File: src/rtl/mdr_memory_port_pkg.sv
// mdr_memory_port_pkg: shared state encodings and width defaults for the MDR memory port.
package mdr_memory_port_pkg;
    typedef enum logic [1:0] {IDLE = 2'd0, RD = 2'd1, WR = 2'd2, DONE = 2'd3} state_e;
    localparam int DATA_W_DEF = 32;
    localparam int ADDR_W_DEF = 9;
endpackage

File: src/rtl/mdr_memory_port_fsm.sv
// mdr_memory_port_fsm: request/acknowledge handshake with timeout for single-word memory accesses.
module mdr_memory_port_fsm
    import mdr_memory_port_pkg::*;
#(
    parameter int TIMEOUT = 16
) (
    input  logic clock,
    input  logic clear,
    input  logic Read,
    input  logic Write,
    input  logic mem_ack,
    output logic mem_req,
    output logic mem_we,
    output logic busy,
    output logic done,
    output logic err,
    output logic rd_ack
);
    localparam int CW = $clog2(TIMEOUT);
    localparam logic [CW-1:0] LAST = CW'(TIMEOUT - 1);
    state_e state_q, state_d;
    logic [CW-1:0] cnt_q, cnt_d;
    logic err_q, err_d;
    always_ff @(posedge clock) begin
        if (clear) begin
            state_q <= IDLE;
            cnt_q   <= '0;
            err_q   <= 1'b0;
        end else begin
            state_q <= state_d;
            cnt_q   <= cnt_d;
            err_q   <= err_d;
        end
    end
    always_comb begin
        state_d = state_q;
        cnt_d   = cnt_q;
        err_d   = err_q;
        case (state_q)
            IDLE: begin
                if (Read || Write) begin
                    state_d = Read ? RD : WR;
                    cnt_d   = '0;
                    err_d   = 1'b0;
                end
            end
            RD, WR: begin
                // an ack on the expiry edge still completes the transaction
                if (mem_ack) state_d = DONE;
                else if (cnt_q == LAST) begin
                    state_d = IDLE;
                    err_d   = 1'b1;
                end else cnt_d = cnt_q + 1'b1;
            end
            DONE: state_d = IDLE;
        endcase
    end
    assign mem_req = (state_q == RD) || (state_q == WR);
    assign mem_we  = state_q == WR;
    assign busy    = state_q != IDLE;
    assign done    = state_q == DONE;
    assign err     = err_q;
    assign rd_ack  = (state_q == RD) && mem_ack;
endmodule

File: src/rtl/mdr_memory_port.sv
// mdr_memory_port: MAR/MDR registers and memory-access stage feeding the MDR input of the bus mux.
module mdr_memory_port
    import mdr_memory_port_pkg::*;
#(
    parameter int DATA_W  = DATA_W_DEF,
    parameter int ADDR_W  = ADDR_W_DEF,
    parameter int TIMEOUT = 16
) (
    input  logic              clock,
    input  logic              clear,
    input  logic [DATA_W-1:0] BusMuxOut,
    input  logic              MARin,
    input  logic              MDRin,
    input  logic              Read,
    input  logic              Write,
    input  logic              mem_ack,
    input  logic [DATA_W-1:0] mem_rdata,
    output logic [DATA_W-1:0] BusMuxIn_MDR,
    output logic              mem_req,
    output logic              mem_we,
    output logic [ADDR_W-1:0] mem_addr,
    output logic [DATA_W-1:0] mem_wdata,
    output logic              busy,
    output logic              done,
    output logic              err
);
    logic [ADDR_W-1:0] mar_q, mar_d;
    logic [DATA_W-1:0] mdr_q, mdr_d;
    logic rd_ack;
    mdr_memory_port_fsm #(.TIMEOUT(TIMEOUT)) u_fsm (
        .clock   (clock),
        .clear   (clear),
        .Read    (Read),
        .Write   (Write),
        .mem_ack (mem_ack),
        .mem_req (mem_req),
        .mem_we  (mem_we),
        .busy    (busy),
        .done    (done),
        .err     (err),
        .rd_ack  (rd_ack)
    );
    // bus loads are locked out while busy so memory sees stable MAR/MDR
    always_comb begin
        mar_d = (MARin && !busy) ? BusMuxOut[ADDR_W-1:0] : mar_q;
        mdr_d = rd_ack ? mem_rdata : (MDRin && !busy) ? BusMuxOut : mdr_q;
    end
    always_ff @(posedge clock) begin
        if (clear) begin
            mar_q <= '0;
            mdr_q <= '0;
        end else begin
            mar_q <= mar_d;
            mdr_q <= mdr_d;
        end
    end
    assign mem_addr     = mar_q;
    assign mem_wdata    = mdr_q;
    assign BusMuxIn_MDR = mdr_q;
endmodule
File: config.mk
export PLATFORM = sky130hd
export DESIGN_NAME = mdr_memory_port
export DESIGN_NICKNAME = d
export VERILOG_FILES = /design/src/rtl/mdr_memory_port_pkg.sv /design/src/rtl/mdr_memory_port_fsm.sv /design/src/rtl/mdr_memory_port.sv
export SDC_FILE = /design/constraint.sdc
export NUM_CORES = 1
export LEC_CHECK = 0
export BUFFER_PORTS_ARGS = -buffer_cell sky130_fd_sc_hd__buf_2
export CELL_PAD_IN_SITES_DETAIL_PLACEMENT = 1
export CELL_PAD_IN_SITES_GLOBAL_PLACEMENT = 1
export CORE_MARGIN = 5
export CORE_UTILIZATION = 27
export DETAILED_ROUTE_END_ITERATION = 7
export PLACE_DENSITY_LB_ADDON = 0.1
export RECOVER_POWER = 25
export SYNTH_ARGS = -nofsm -noshare
export SYNTH_HDL_FRONTEND = slang
export SYNTH_SLANG_ARGS = --single-unit
File: constraint.sdc
create_clock -name clock -period 1.77 [get_ports clock]
set_clock_uncertainty 0.2 [all_clocks]
set_input_delay 0 -clock clock [delete_from_list [all_inputs] [get_ports clock]]
set_output_delay 0 -clock clock [all_outputs]
set_load 0.02 [all_outputs]
Word level (Yosys, flattened, before mapping)
Cells that the tools add are included.
{"block": "op_classes", "add_sub_neg": 1, "n_eq_ne": 9, "muxes": 15, "n_reduce_logical": 14}
{"operator": "32-bit 2-to-1 mux", "count": 2}
{"operator": "4-bit 2-to-1 mux", "count": 3}
{"operator": "2-bit 2-to-1 mux", "count": 4}
{"operator": "4-bit one-hot mux with 2 select lines", "count": 1}
{"operator": "4-bit AND reduction", "count": 2}
{"operator": "2-bit one-hot mux with 3 select lines", "count": 1}
{"operator": "2-bit nonzero test", "count": 3}
{"operator": "4-bit by 1-bit adder with 4-bit output (second input constant)", "count": 1}
{"operator": "2-bit equality test (second input constant)", "count": 2}
{"operator": "4-bit equality test (second input constant)", "count": 1}
{"operator": "2-bit by 1-bit inequality test with 1-bit output (second input constant)", "count": 2}
{"operator": "2-bit inequality test (second input constant)", "count": 2}
{"operator": "1-bit logical AND", "count": 3}
{"operator": "1-bit 2-to-1 mux", "count": 3}
{"operator": "3-bit by 2-bit inequality test with 1-bit output (second input constant)", "count": 1}
{"operator": "2-bit by 1-bit equality test with 1-bit output (second input constant)", "count": 1}
{"operator": "2-bit logical NOT", "count": 1}
{"operator": "1-bit logical OR", "count": 2}
{"operator": "1-bit one-hot mux with 2 select lines", "count": 1}
{"operator": "2-bit AND reduction", "count": 1}
{"operator": "2-bit OR reduction", "count": 1}
{"operator": "1-bit logical NOT", "count": 1}
{"block": "totals", "regBits": 48, "input_bits": 71, "output_inout_bits": 78, "word_cells": 44}

Longest topological paths before layout
{"block": "logic_depth", "depth_word": 5, "ltp_mapped": 8, "ltp_nobuf": 5}

Modules after synthesis
A second synthesis with hierarchy kept.
{"block": "unflattened", "hier_cells": 307, "hier_area_um2": 2778.9}
{"mod": "mdr_memory_port", "instances": 1, "cells_each": 256, "area_each_um2": 2282.2, "seq_area_each_um2": 820.8}
{"mod": "mdr_memory_port_fsm", "instances": 1, "cells_each": 51, "area_each_um2": 496.7, "seq_area_each_um2": 140.1}

Worst setup path before layout
OpenSTA, ideal clock, no wires.
{"block": "synth_timing", "kind": "reg-to-reg", "startpoint": "register u_fsm.state_q[0]", "endpoint": "register u_fsm.cnt_q[1]", "setup_time_ps": 136, "t_arrival_ps": 1696, "t_required_ps": 1434, "path_slack_ps": -262, "path_stages_with_launch": 7, "n_path_buf": 1, "period_less_slack_ps": 2032, "path_cell_list": "dfxtp_1 -> inv_1 -> ha_1 -> buf_2 -> nor2_1 -> a2111oi_0 -> o32ai_1"}
{"block": "synth_between", "elab_chain_len": 4}
{"item": "start, declared", "line": "mdr_memory_port_fsm.sv:21", "text": "state_e state_q, state_d;"}
{"item": "start signal, assigned", "line": "mdr_memory_port_fsm.sv:30", "text": "state_q <= state_d;"}
{"item": "2-bit equality test / 2-bit by 1-bit equality test with 1-bit output (equally long branches)", "line": "mdr_memory_port_fsm.sv:39", "text": "case (state_q)"}
{"item": "2-bit OR reduction", "line": "mdr_memory_port_fsm.sv:39"}
{"item": "2-bit inequality test (no line) / 2-bit nonzero test (equally long branches)"}
{"item": "4-bit AND reduction (no line)"}
{"item": "end signal, assigned", "line": "mdr_memory_port_fsm.sv:31", "text": "cnt_q <= cnt_d;"}
{"item": "end, declared", "line": "mdr_memory_port_fsm.sv:22", "text": "logic [CW-1:0] cnt_q, cnt_d;"}
Parallel ways exist; a longest one is shown, timed or not.
A chain may end at the register's enable or synchronous reset.

Worst setup path in the final report
{"block": "layout_timing", "startpoint": "register u_fsm.state_q[0]", "endpoint": "register u_fsm.cnt_q[3]"}
The elaborated chain is that of the path after synthesis.

==> impl_metrics.tcl <==
set metrics [dict create \
    h-tree-depth 2 \
    pre_cts_ws_ns 0.004039 \
    switching_share 0.4752 \
    ys_ff_latch 48 \
    yosysUniqueCellTypes 33 \
    globalRouteOverflowTotal 0 \
    placed_cell_area_um2 3258 \
    antenna_found_initial 0 \
    core_um2 9196 \
    r2r_cells 5 \
    vias 2982 \
    die-area_um2 11390 \
    end_kind "register" \
    power.share.sequential 0.261 \
    die_w_um 106.7 \
    stdcell_area_um2 4076 \
    worst-endpoint-arrival_ns 1.73 \
    finalPower_mw 6.659 \
    cts_made_buffers 5 \
    cts_tree "yes" \
    ioPinCount 149 \
    area_delta_synth_final_pct 61.45 \
    worstReg2RegEnd "u_fsm.cnt_q[3]$_SDFFE_PP0P_" \
    tightest_slew_ns 0.4957 \
    ff2ff_setup_slack_ns 0.07 \
    clock_latency_ns 0.30 \
    power.leakage_nw 1.819 \
    ctsRootBufferMaster "clkbuf_8" \
    yosysSeqAreaShare 0.3806 \
    setup_slack_ns 0.06763 \
    drtIter0Drc 89 \
    grt_pass1_vias 3199 \
    p_per_area_nw_per_um2 1634 \
    grt_first_pass_wirelength_um 15950 \
    final_hold_viol_count 0 \
    power_frac_comb 0.617 \
    diodes 0 \
    cp.required_ns 1.79 \
    maxSlewViolCount 0 \
    grt_usage 0.1710 \
    ant_nets 0 \
    synth_top_family_by_area "simple AND/OR/NAND/NOR gates" \
    utilization 0.4433 \
    grtUsageMet1 0.2074 \
    crit_path_top_delay_cell "o41a_1" \
    rows 35 \
    final_common_cell "buf_2" \
    synth-compound-area-share 0.1824 \
    clk_pin_slew_ns 0.10 \
    cp_cell_sequence "inv_2 > ha_4 > and2_4 > o41a_1 > a211oi_2" \
    die_height_um 106.7 \
    wl_per_cell_um 16.20 \
    cts_setup_buffers 0 \
    status "complete, no violations" \
    crit_path_start_kind "register" \
    synth_mux_area_frac 0 \
    crit_type "register to register" \
    grt_max_degree 29 \
    slew_headroom 0.6695 \
    setup_viol 0 \
    synthSimpleGateAreaFrac 0.2502 \
    p_clk_frac 0.122 \
    r2r_start "u_fsm.state_q[0]$_SDFFE_PP0P_" \
    critPathMaxStageDelay_ns 0.41 \
    layout_common_cells "117 x buf_2, 70 x dlygate4sd3_1, 48 x nand2_1" \
    hold-path-endpoint "mem_addr[8]$_SDFFE_PP0P_" \
    timing.final.crit_share 0.9618 \
    max_freq_mhz 587.4 \
    grt_busiest_layer "met2" \
    synthCells 316 \
    p_sw_mw 3.165 \
    dr.pass1.iters 4 \
    fin_crit_ns 1.702 \
    worstHoldStart "mem_addr[8]$_SDFFE_PP0P_" \
    critPathMaxFanout 6 \
    yosys.area_share.xor_xnor 0 \
    hp-class "register to register" \
    grt_util_met2 0.3085 \
    hold_depth 2 \
    grtUsageMet3 0.03070 \
    clockBufferDepth 2 \
    io_buffers 148 \
    yosysWarnings 0 \
    ir_drop_uv 560.3 \
    viasPerCell 4.865 \
    drc 0 \
    drive_above_1_share 0.3207 \
    avgSynthCellArea_um2 7.990 \
    power.internal_mw 3.495 \
    synth_area_um2 2525 \
    initial_core_util 0.2746 \
    syn_nets 393 \
    final_nets 578 \
    routed_wl_um 9933 \
    drv_cap 0 \
    synth-adder-area-share 0.02973 \
    fin_tns_setup_ns 0 \
    cts_sinks 48 \
    gp_congestion 0.8118 \
    place.detailed.hpwl_um 6636 \
]
## power by group through the flow
| stage | clock network (mW) | logic (mW) | registers [mW] |
|---|---|---|---|
| 2_1_floorplan | 0 | 2.48 | 2.12 |
| 3_3_place_gp | 0 | 3.90 | 1.73 |
| 3_5_place_dp | 0 | 3.92 | 1.75 |
| 4_1_cts | 0.845 | 4.07 | 1.73 |
| 5_1_grt | 0.895 | 4.46 | 1.80 |
| 6_report | 0.810 | 4.11 | 1.74 |
## final cells by class
class | count | area, um^2
multi-input cells | 203 | 1234
clock inverters | 2 | 35.03
fillers | 1144 | 5120
inverters | 6 | 22.52
flip-flops and latches | 48 | 965.9
repair buffers | 237 | 1608
clock buffers | 6 | 72.57
well taps | 111 | 138.9
## per-stage QoR
step | cells | hold WS, ns
floorplan | 316 | -0.06769
global placement | 535 | 0.06899
detailed placement | 535 | 0.07595
CTS | 613 | 0.2639
global route | 613 | 0.2861
finish | 613 | 0.2619
## sequential cells by signal, summed over array words and instances, names as in the netlist
signal / cells
u_fsm.cnt_q: 4
u_fsm.err: 1
mem_addr: 9
BusMuxIn_MDR: 32
u_fsm.state_q: 2
## timing repair
item / CTS / global route
endpoints found under the setup margin: 1 / 40
pin swaps: 0 / 1
resized for setup: 2 / 9
endpoints found under the hold margin: 45 / 0
hold buffers: 70 / 0
cloned: 0 / 0
## routing by layer
metal	vias up	wire length, um
li1	1457	-
met1	1410	4329
met2	103	4888
met3	12	555
met4	0	159
met5	-	0
## logic make-up after synthesis
group | Yosys count
AND/OR/NAND/NOR | 139
buffers and inverters | 65
AO/OA/AOI/OAI | 58
flip-flops | 48
adder cells (fa/ha/maj) | 6
## how the worst max path moves through the flow
stage                                  start                           end  slack (ns)  cells after the start
6_report       u_fsm.state_q[0]$_SDFFE_PP0P_   u_fsm.cnt_q[3]$_SDFFE_PP0P_        0.07                      5
4_1_cts        u_fsm.state_q[1]$_SDFFE_PP0P_  BusMuxIn_MDR[3]$_SDFFE_PP0P_       0.003                      6
5_1_grt        u_fsm.state_q[0]$_SDFFE_PP0P_   u_fsm.cnt_q[2]$_SDFFE_PP0P_       -0.02                      6
2_1_floorplan  u_fsm.state_q[0]$_SDFFE_PP0P_   u_fsm.cnt_q[3]$_SDFFE_PP0P_        0.03                      6
3_5_place_dp   u_fsm.state_q[0]$_SDFFE_PP0P_   u_fsm.cnt_q[3]$_SDFFE_PP0P_       0.004                      5
3_3_place_gp   u_fsm.state_q[0]$_SDFFE_PP0P_   u_fsm.cnt_q[3]$_SDFFE_PP0P_        0.07                      5
## critical path, delay by kind of cell, from the launching register on
kind | cells | cell delay [ns]
compound gates | 2 | 0.61
fa+ha+maj | 1 | 0.23
buf+inv | 1 | 0.05
flops | 1 | 0.39
simple gates | 1 | 0.16
## cells in the mapped netlist
cell	count	area share
a2111oi_0	1	0.0035
a41oi_1	2	0.0069
nand3b_1	1	0.0030
nor3_1	3	0.0059
inv_1	6	0.0089
nand2b_1	2	0.0050
o2111ai_1	1	0.0035
ha_1	6	0.030
and2_1	2	0.0050
buf_2	11	0.022
o41a_1	1	0.0045
o21ai_0	1	0.0020
o32ai_1	1	0.0035
buf_4	35	0.10
a311oi_1	32	0.11
o211a_1	1	0.0040
buf_6	1	0.0045
a211oi_1	2	0.0059
or2_2	2	0.0050
and3_1	1	0.0025
nand2_1	49	0.073
clkbuf_1	12	0.018
or4b_2	2	0.0079
nand3_1	42	0.083
or3b_1	1	0.0035
dfxtp_1	48	0.38
o31ai_1	1	0.0030
a22o_1	1	0.0035
o22ai_1	1	0.0025
a21oi_1	11	0.022
nor2_1	33	0.049
nor3b_4	1	0.0074
o311ai_0	2	0.0069
No activity file was read; power rests on OpenSTA's default activity.
